## config.mk

```make
export PLATFORM = sky130hd
export DESIGN_NAME = ex_flush_arb
export DESIGN_NICKNAME = d
export VERILOG_FILES = /design/src/rtl/ex_flush_arb.sv
export SDC_FILE = /design/constraint.sdc
export NUM_CORES = 1
export LEC_CHECK = 0
export CORE_MARGIN = 10
export CORE_UTILIZATION = 38
export CTS_CLUSTER_SIZE = 12
export DETAILED_ROUTE_END_ITERATION = 7
export PLACE_DENSITY = 0.79
export SETUP_SLACK_MARGIN = 0.3
export SLEW_MARGIN = 25
export SYNTH_ARGS = -nofsm -noshare
export SYNTH_HDL_FRONTEND = slang
export SYNTH_SLANG_ARGS = --single-unit
export TNS_END_PERCENT = 5
```

## constraint.sdc

```tcl
create_clock -name clk -period 3.05 [get_ports clk]
set_clock_uncertainty 0.15 [all_clocks]
set_input_delay 0.4575 -clock clk [delete_from_list [all_inputs] [get_ports clk]]
set_output_delay 0.4575 -clock clk [all_outputs]
set_load 0.005 [all_outputs]
```

## src/rtl/ex_flush_arb.sv

```systemverilog
// ex_flush_arb
// Flush sequencer between the commit-stage flush sources and the IFU.
//
// Two requesters compete for the IFU flush path:
//   - the exception/irq path supplies a final target PC;
//   - the branch-resolve path supplies an adder operand pair whose sum,
//     modulo 2^PC_SIZE, is the target.
// Exceptions win ties. A single registered request with a stable PC/source
// is held toward the IFU until it acknowledges. An exception that arrives
// while a branch flush is still waiting for the IFU replaces that branch
// flush, and the replaced flush is never counted.
//
// Optional feature (compile-time macro E203_FLUSH_STATS_EN):
//   defined   -> saturating completion counters per source, cleared by cnt_clr
//   undefined -> counter outputs tied to zero, cnt_clr ignored
//
// Ports:
//   clk, rst                 clock, synchronous active-high reset
//   excp_flush_req/pc/ack    exception request, target PC, combinational accept
//   brch_flush_req/op1/op2   branch request and target adder operands
//   brch_flush_ack           combinational branch accept
//   ifu_flush_req/pc/src     registered flush toward IFU (src: 0 branch, 1 excp)
//   ifu_flush_ack            IFU accepts the flush
//   flush_busy               a flush is pending toward the IFU
//   cnt_clr                  synchronous clear of statistics counters
//   brch_flush_cnt           completed branch flushes
//   excp_flush_cnt           completed exception flushes

module ex_flush_arb #(
  parameter int PC_SIZE = 32,
  parameter int CNT_W   = 16
) (
  input  logic               clk,
  input  logic               rst,
  input  logic               excp_flush_req,
  input  logic [PC_SIZE-1:0] excp_flush_pc,
  output logic               excp_flush_ack,
  input  logic               brch_flush_req,
  input  logic [PC_SIZE-1:0] brch_flush_op1,
  input  logic [PC_SIZE-1:0] brch_flush_op2,
  output logic               brch_flush_ack,
  output logic               ifu_flush_req,
  output logic [PC_SIZE-1:0] ifu_flush_pc,
  output logic               ifu_flush_src,
  input  logic               ifu_flush_ack,
  output logic               flush_busy,
  input  logic               cnt_clr,
  output logic [CNT_W-1:0]   brch_flush_cnt,
  output logic [CNT_W-1:0]   excp_flush_cnt
);

  typedef enum logic [0:0] {
    ST_IDLE = 1'b0,
    ST_REQ  = 1'b1
  } state_e;

  state_e             state_r;
  logic               req_r;
  logic [PC_SIZE-1:0] pc_r;
  logic               src_r;

  logic [PC_SIZE-1:0] brch_pc_s;
  logic               excp_ack_s;
  logic               brch_ack_s;
  logic               hsk_s;

  // Branch target; the sum is truncated to PC_SIZE so the carry is dropped.
  assign brch_pc_s = brch_flush_op1 + brch_flush_op2;

  // A flush completes when the IFU takes the request we are presenting.
  assign hsk_s = req_r & ifu_flush_ack;

  // Accept decode: exception priority in IDLE, exception-only preemption of a
  // branch flush in REQ, nothing while reset is held or during IFU handshake.
  always_comb begin
    excp_ack_s = 1'b0;
    brch_ack_s = 1'b0;
    if (rst) begin
      excp_ack_s = 1'b0;
      brch_ack_s = 1'b0;
    end else begin
      case (state_r)
        ST_IDLE: begin
          if (excp_flush_req) begin
            excp_ack_s = 1'b1;
          end else if (brch_flush_req) begin
            brch_ack_s = 1'b1;
          end else begin
            excp_ack_s = 1'b0;
            brch_ack_s = 1'b0;
          end
        end
        ST_REQ: begin
          if (!ifu_flush_ack && !src_r && excp_flush_req) begin
            excp_ack_s = 1'b1;
          end else begin
            excp_ack_s = 1'b0;
          end
        end
        default: begin
          excp_ack_s = 1'b0;
          brch_ack_s = 1'b0;
        end
      endcase
    end
  end

  // Flush FSM with registered request, target PC and source toward the IFU.
  always_ff @(posedge clk) begin
    if (rst) begin
      state_r <= ST_IDLE;
      req_r   <= 1'b0;
      pc_r    <= {PC_SIZE{1'b0}};
      src_r   <= 1'b0;
    end else begin
      case (state_r)
        ST_IDLE: begin
          if (excp_ack_s) begin
            state_r <= ST_REQ;
            req_r   <= 1'b1;
            pc_r    <= excp_flush_pc;
            src_r   <= 1'b1;
          end else if (brch_ack_s) begin
            state_r <= ST_REQ;
            req_r   <= 1'b1;
            pc_r    <= brch_pc_s;
            src_r   <= 1'b0;
          end else begin
            state_r <= ST_IDLE;
            req_r   <= 1'b0;
          end
        end
        ST_REQ: begin
          if (ifu_flush_ack) begin
            // PC/src keep their last value; only the request drops.
            state_r <= ST_IDLE;
            req_r   <= 1'b0;
          end else if (excp_ack_s) begin
            // Exception supersedes the waiting branch flush without a gap.
            pc_r  <= excp_flush_pc;
            src_r <= 1'b1;
          end else begin
            state_r <= ST_REQ;
            req_r   <= 1'b1;
          end
        end
        default: begin
          state_r <= ST_IDLE;
          req_r   <= 1'b0;
        end
      endcase
    end
  end

  assign excp_flush_ack = excp_ack_s;
  assign brch_flush_ack = brch_ack_s;
  assign ifu_flush_req  = req_r;
  assign ifu_flush_pc   = pc_r;
  assign ifu_flush_src  = src_r;
  assign flush_busy     = req_r;

`ifdef E203_FLUSH_STATS_EN
  logic [CNT_W-1:0] brch_cnt_r;
  logic [CNT_W-1:0] excp_cnt_r;

  // Saturating completion counters; clear wins over a same-cycle completion.
  always_ff @(posedge clk) begin
    if (rst) begin
      brch_cnt_r <= {CNT_W{1'b0}};
      excp_cnt_r <= {CNT_W{1'b0}};
    end else if (cnt_clr) begin
      brch_cnt_r <= {CNT_W{1'b0}};
      excp_cnt_r <= {CNT_W{1'b0}};
    end else begin
      if (hsk_s && !src_r && !(&brch_cnt_r)) begin
        brch_cnt_r <= brch_cnt_r + {{(CNT_W-1){1'b0}}, 1'b1};
      end else begin
        brch_cnt_r <= brch_cnt_r;
      end
      if (hsk_s && src_r && !(&excp_cnt_r)) begin
        excp_cnt_r <= excp_cnt_r + {{(CNT_W-1){1'b0}}, 1'b1};
      end else begin
        excp_cnt_r <= excp_cnt_r;
      end
    end
  end

  assign brch_flush_cnt = brch_cnt_r;
  assign excp_flush_cnt = excp_cnt_r;
`else
  // Statistics disabled: outputs are constant and the clear input is a no-op.
  logic unused_stats_s;
  assign unused_stats_s = &{1'b0, cnt_clr, hsk_s};
  assign brch_flush_cnt = {CNT_W{1'b0}};
  assign excp_flush_cnt = {CNT_W{1'b0}};
`endif

endmodule

```

### Word-level counts from Yosys, hierarchy flattened

Index checks and enable logic that the tools add are counted.

* logic and storage cells: 40
* register bits: 35
* output and inout bits: 69
* input bits: 102

* bitwise gates (word level): 1
* mux-type cells: 25
* $add $sub $neg: 1
* equality and inequality tests: 4
* reductions and logical operators: 5

Operators with widths (number)
* 32-bit 2-to-1 mux: 4
* 32-bit case mux with 2 select lines: 1
* 32-bit adder: 1
* 1-bit 2-to-1 mux: 16
* 1-bit case mux with 2 select lines: 4
* 3-bit != test (second input constant): 2
* 2-bit != test (second input constant): 2
* 3-bit AND reduction: 1
* 1-bit logical AND: 2
* 1-bit logical NOT: 2
* 1-bit inverter: 1

### Longest topological paths before layout

* depth in word-level cells: 9
* depth in mapped cells: 10
* depth with buffers taken out: 10

### Least setup slack after synthesis

OpenSTA, ideal clock, no wires.

* path kind: in2reg
* start: input brch_flush_op1[0]
* end: register pc_r[26] (netlist: ifu_flush_pc[26])
* data required time: 2785 ps
* setup slack: 75 ps
* data arrival time: 2710 ps
* setup time: 115 ps
* buffers on the path: 0
* stages: 10
* path through: ha_1 > fa_1 > a21oi_1 > o211ai_1 > nand4b_1 > a21oi_1 > a211oi_1 > o22ai_1 > xnor2_1 > a2111oi_0

* longest elaborated chain between the ends: 4

Ends and longest elaborated chain
* from (decl): line 39 `input logic [PC_SIZE-1:0] brch_flush_op1,`
* 32-bit adder: line 68 `assign brch_pc_s = brch_flush_op1 + brch_flush_op2;`
* 32-bit 2-to-1 mux: line 123 `end else if (brch_ack_s) begin`
* 32-bit 2-to-1 mux: line 118 `if (excp_ack_s) begin`
* 32-bit case mux with 2 select lines: line 116 `case (state_r)`
* to (signal assigned): line 113 `pc_r <= {PC_SIZE{1'b0}};`
* to (signal assigned): line 121 `pc_r <= excp_flush_pc;`
* to (signal assigned): line 126 `pc_r <= brch_pc_s;`
* to (decl): line 59 `logic [PC_SIZE-1:0] pc_r;`

Every way passes these cells. The select of a mux whose other input is x is not followed.
A chain may end at the register's enable or synchronous reset.

### Worst setup path after layout

* start: input brch_flush_op2[5]
* end: register pc_r[28] (netlist: ifu_flush_pc[28])

* longest elaborated chain between the ends: 4

Ends and longest elaborated chain
* from (decl): line 40 `input logic [PC_SIZE-1:0] brch_flush_op2,`
* 32-bit adder: line 68
* 32-bit 2-to-1 mux: line 123
* 32-bit 2-to-1 mux: line 118
* 32-bit case mux with 2 select lines: line 116

Every way passes these cells. The select of a mux whose other input is x is not followed.

==> flow_summary.toml <==
[final_layout]
multi_input_area_um2 = 3050
insertedDiodeCount = 0
layout-drive-gt1-share = 0.225
seq_area_um2 = 701
fin_util = 0.652
nNetsFinal = 796
layout_common_cells = "clkdlybuf4s50_1 (111), buf_4 (71), nand2_1 (52)"
fillers = 770
area_delta_synth_final_pct = 69.2
layout_commonest_cell = "clkdlybuf4s50_1"

[routing]
dr.first_iter.drc_count = 172
drt_wl_total_um = 13600
firstDrtPassIters = 5
route.antenna.remaining_nets = 0
via_per_inst = 5.41
dr_total_vias = 4190
drc = 0
wl_per_cell_um = 17.5

[placement]
post-place-ws_ns = -0.419
dp_hpwl_um = 10600
place_congestion = 0.848
io_buffers = 137

[grt]
grt_pass1_wl_um = 20200
grt_util_all_layers = 0.182
grt_overflow = 0
grt_pass1_vias = 4093
grt_max_degree = 43
antenna_found_initial = 0

[synthesis]
ys_seq_elements = 35
yosysWarningCount = 0
synthCells = 470
syn_area_um2 = 3510
synth_top_area_frac = 0.200
synthDistinctLibCells = 53
yosys-top-cells-area = "dfxtp_1 (20%), ha_1 (11%), buf_4 (7.1%), a21oi_1 (6.8%), nand2_1 (5.6%)"
syn_area_per_cell_um2 = 7.46
yosys.area.top_type = "dfxtp_1"
ys_seq_area_frac = 0.200

[die]
die_area_um2 = 13500
core_area_um2 = 9110
initial_utilization = 0.385
die_x_um = 116
num_rows = 35
io_pins = 171
die_h_um = 116

[cts]
root_buffer = "clkbuf_8"
numCtsBuffers = 5
clkTransAtPathRegs_ns = 0.07
htree_num_levels = 2
cts_buffer_depth = 2
clock-sinks = 35
cts_tree = "built"
hold_buffers = 0
clk_latency_ns = 0.28

[worst_setup_path]
start_kind = "input pin"
r2r_start = "state_r"
startpoint = "brch_flush_op2[5]"
arrival_ns = 2.75
worstSetupPathType = "in -> reg"
cp-end-kind = "flop"
cp.required_ns = 3.08
path_max_fanout = 2

[power_and_ir_drop]
max-vdd-ir-drop_v = 0.000190
p_per_area_nw_per_um2 = 338
clkPwrFrac = 0.183
leakagePower_uw = 0.00250
p_int_uw = 1300
p_sw_frac = 0.352
comb_power_share = 0.550
switchingPower_uw = 706
seq_power_share = 0.267

[outcome]
status = "finished, final reports clean"

[flow_run]
maxCapViolCount = 0

[sta]
hold_viol = 0
fin_crit_ns = 2.71
rsz0062_at_grt = "true"
max_freq_mhz = 369
period_share = 0.890
setup_slack_ns = 0.336
tns_ns = 0
slew_viol_final = 0
setup_viol = 0

[worst_hold_path]
hold_path.startpoint = "ifu_flush_pc[27]"
hp-class = "reg -> reg"
==> critical path: stages <==
cell,delay (ns)
clkdlybuf4s50_1,0.43
ha_2,0.36
nor2_2,0.05
nor2_2,0.13
nand4b_1,0.17
buf_4,0.19
a21o_1,0.18
o32ai_2,0.31
xor2_1,0.22
nor2_1,0.07
nor4_1,0.19
==> cell usage after synthesis, drive strengths merged <==
cell type / count
or4: 1
nor4: 1
a31oi: 5
a211o: 2
conb: 1
a211oi: 7
dfxtp: 35
nor4b: 1
and2: 6
ha: 31
o21ai: 25
o31a: 2
nand4: 8
o21bai: 7
mux2i: 1
o22ai: 3
o31ai: 5
fa: 1
nor3: 16
a21oi: 48
nand4b: 1
inv: 4
xor2: 6
buf: 37
or3: 6
nor2b: 6
o32ai: 2
xnor2: 22
o21a: 1
nor2: 45
a21boi: 4
nand2: 53
nand2b: 5
o311ai: 1
or2: 3
and3: 7
a2111oi: 5
a21o: 14
a311oi: 8
o211ai: 4
nand3: 6
a221oi: 6
clkbuf: 18
==> area by class of cell <==
cell class | instances | share of cell area
Timing Repair Buffer | 209 | 0.326
Inverter | 4 | 0.00253
Multi-Input combinational cell | 407 | 0.513
Tap cell | 111 | 0.0234
Clock buffer | 8 | 0.0169
Sequential cell | 35 | 0.118
==> flip-flops by register name (all words and copies together) (netlist names) <==
name	count
state_r	1
ifu_flush_pc	32
flush_busy	1
ifu_flush_src	1
==> per-layer routing <==
layer / GRT usage / share of wire / up-vias
li1: - / - / 2029
met1: 0.217 / 0.41 / 1980
met2: 0.328 / 0.51 / 158
met3: 0.0280 / 0.058 / 23
met4: 0.0550 / 0.024 / 0
met5: 0 / 0 / -
==> kinds of logic after synthesis <==
family,count (synthesis),share of synthesized area
flops,35,0.200
mux,1,0.00285
buf+inv,59,0.0991
compound gates,149,0.286
fa+ha+maj,32,0.116
simple gates,165,0.225
xor+xnor,28,0.0699
other cells,1,0.00107
==> path summary, 6_finish.rpt <==
| kind | endpoint | slack, ns | depth (start not counted) |
|---|---|---|---|
| setup / recovery | ifu_flush_pc[28] | 0.34 | 11 |
| setup reg to reg | ifu_flush_pc[29] | 1.10 | 9 |
| hold / removal | ifu_flush_pc[27] | 0.33 | 2 |
| hold reg to reg | ifu_flush_pc[27] | 0.33 | 2 |
==> through the flow <==
stage,instances,cell area [um2],hold WS (ns),total power (uW)
2_1_floorplan,501,3630,0.298,1050
3_5_place_dp,759,5310,0.298,1510
6_report,774,5930,0.331,2000
5_1_grt,774,5930,0.343,2120
4_1_cts,771,5550,0.308,1910
3_3_place_gp,759,5310,0.295,1490
==> power by group through the flow <==
stage | sequential [uW] | clock [uW] | combinational, uW
floorplan | 545 | 0 | 504
global placement | 541 | 0 | 946
detailed placement | 545 | 0 | 960
CTS | 535 | 375 | 997
global route | 540 | 392 | 1190
finish | 534 | 367 | 1100
==> repair_timing <==
item	in CTS	in global routing
pin swaps	17	35
buffers inserted	4	3
resized for setup	36	75
endpoints found under the setup margin	19	18
Power figures use the tool's default switching activity.
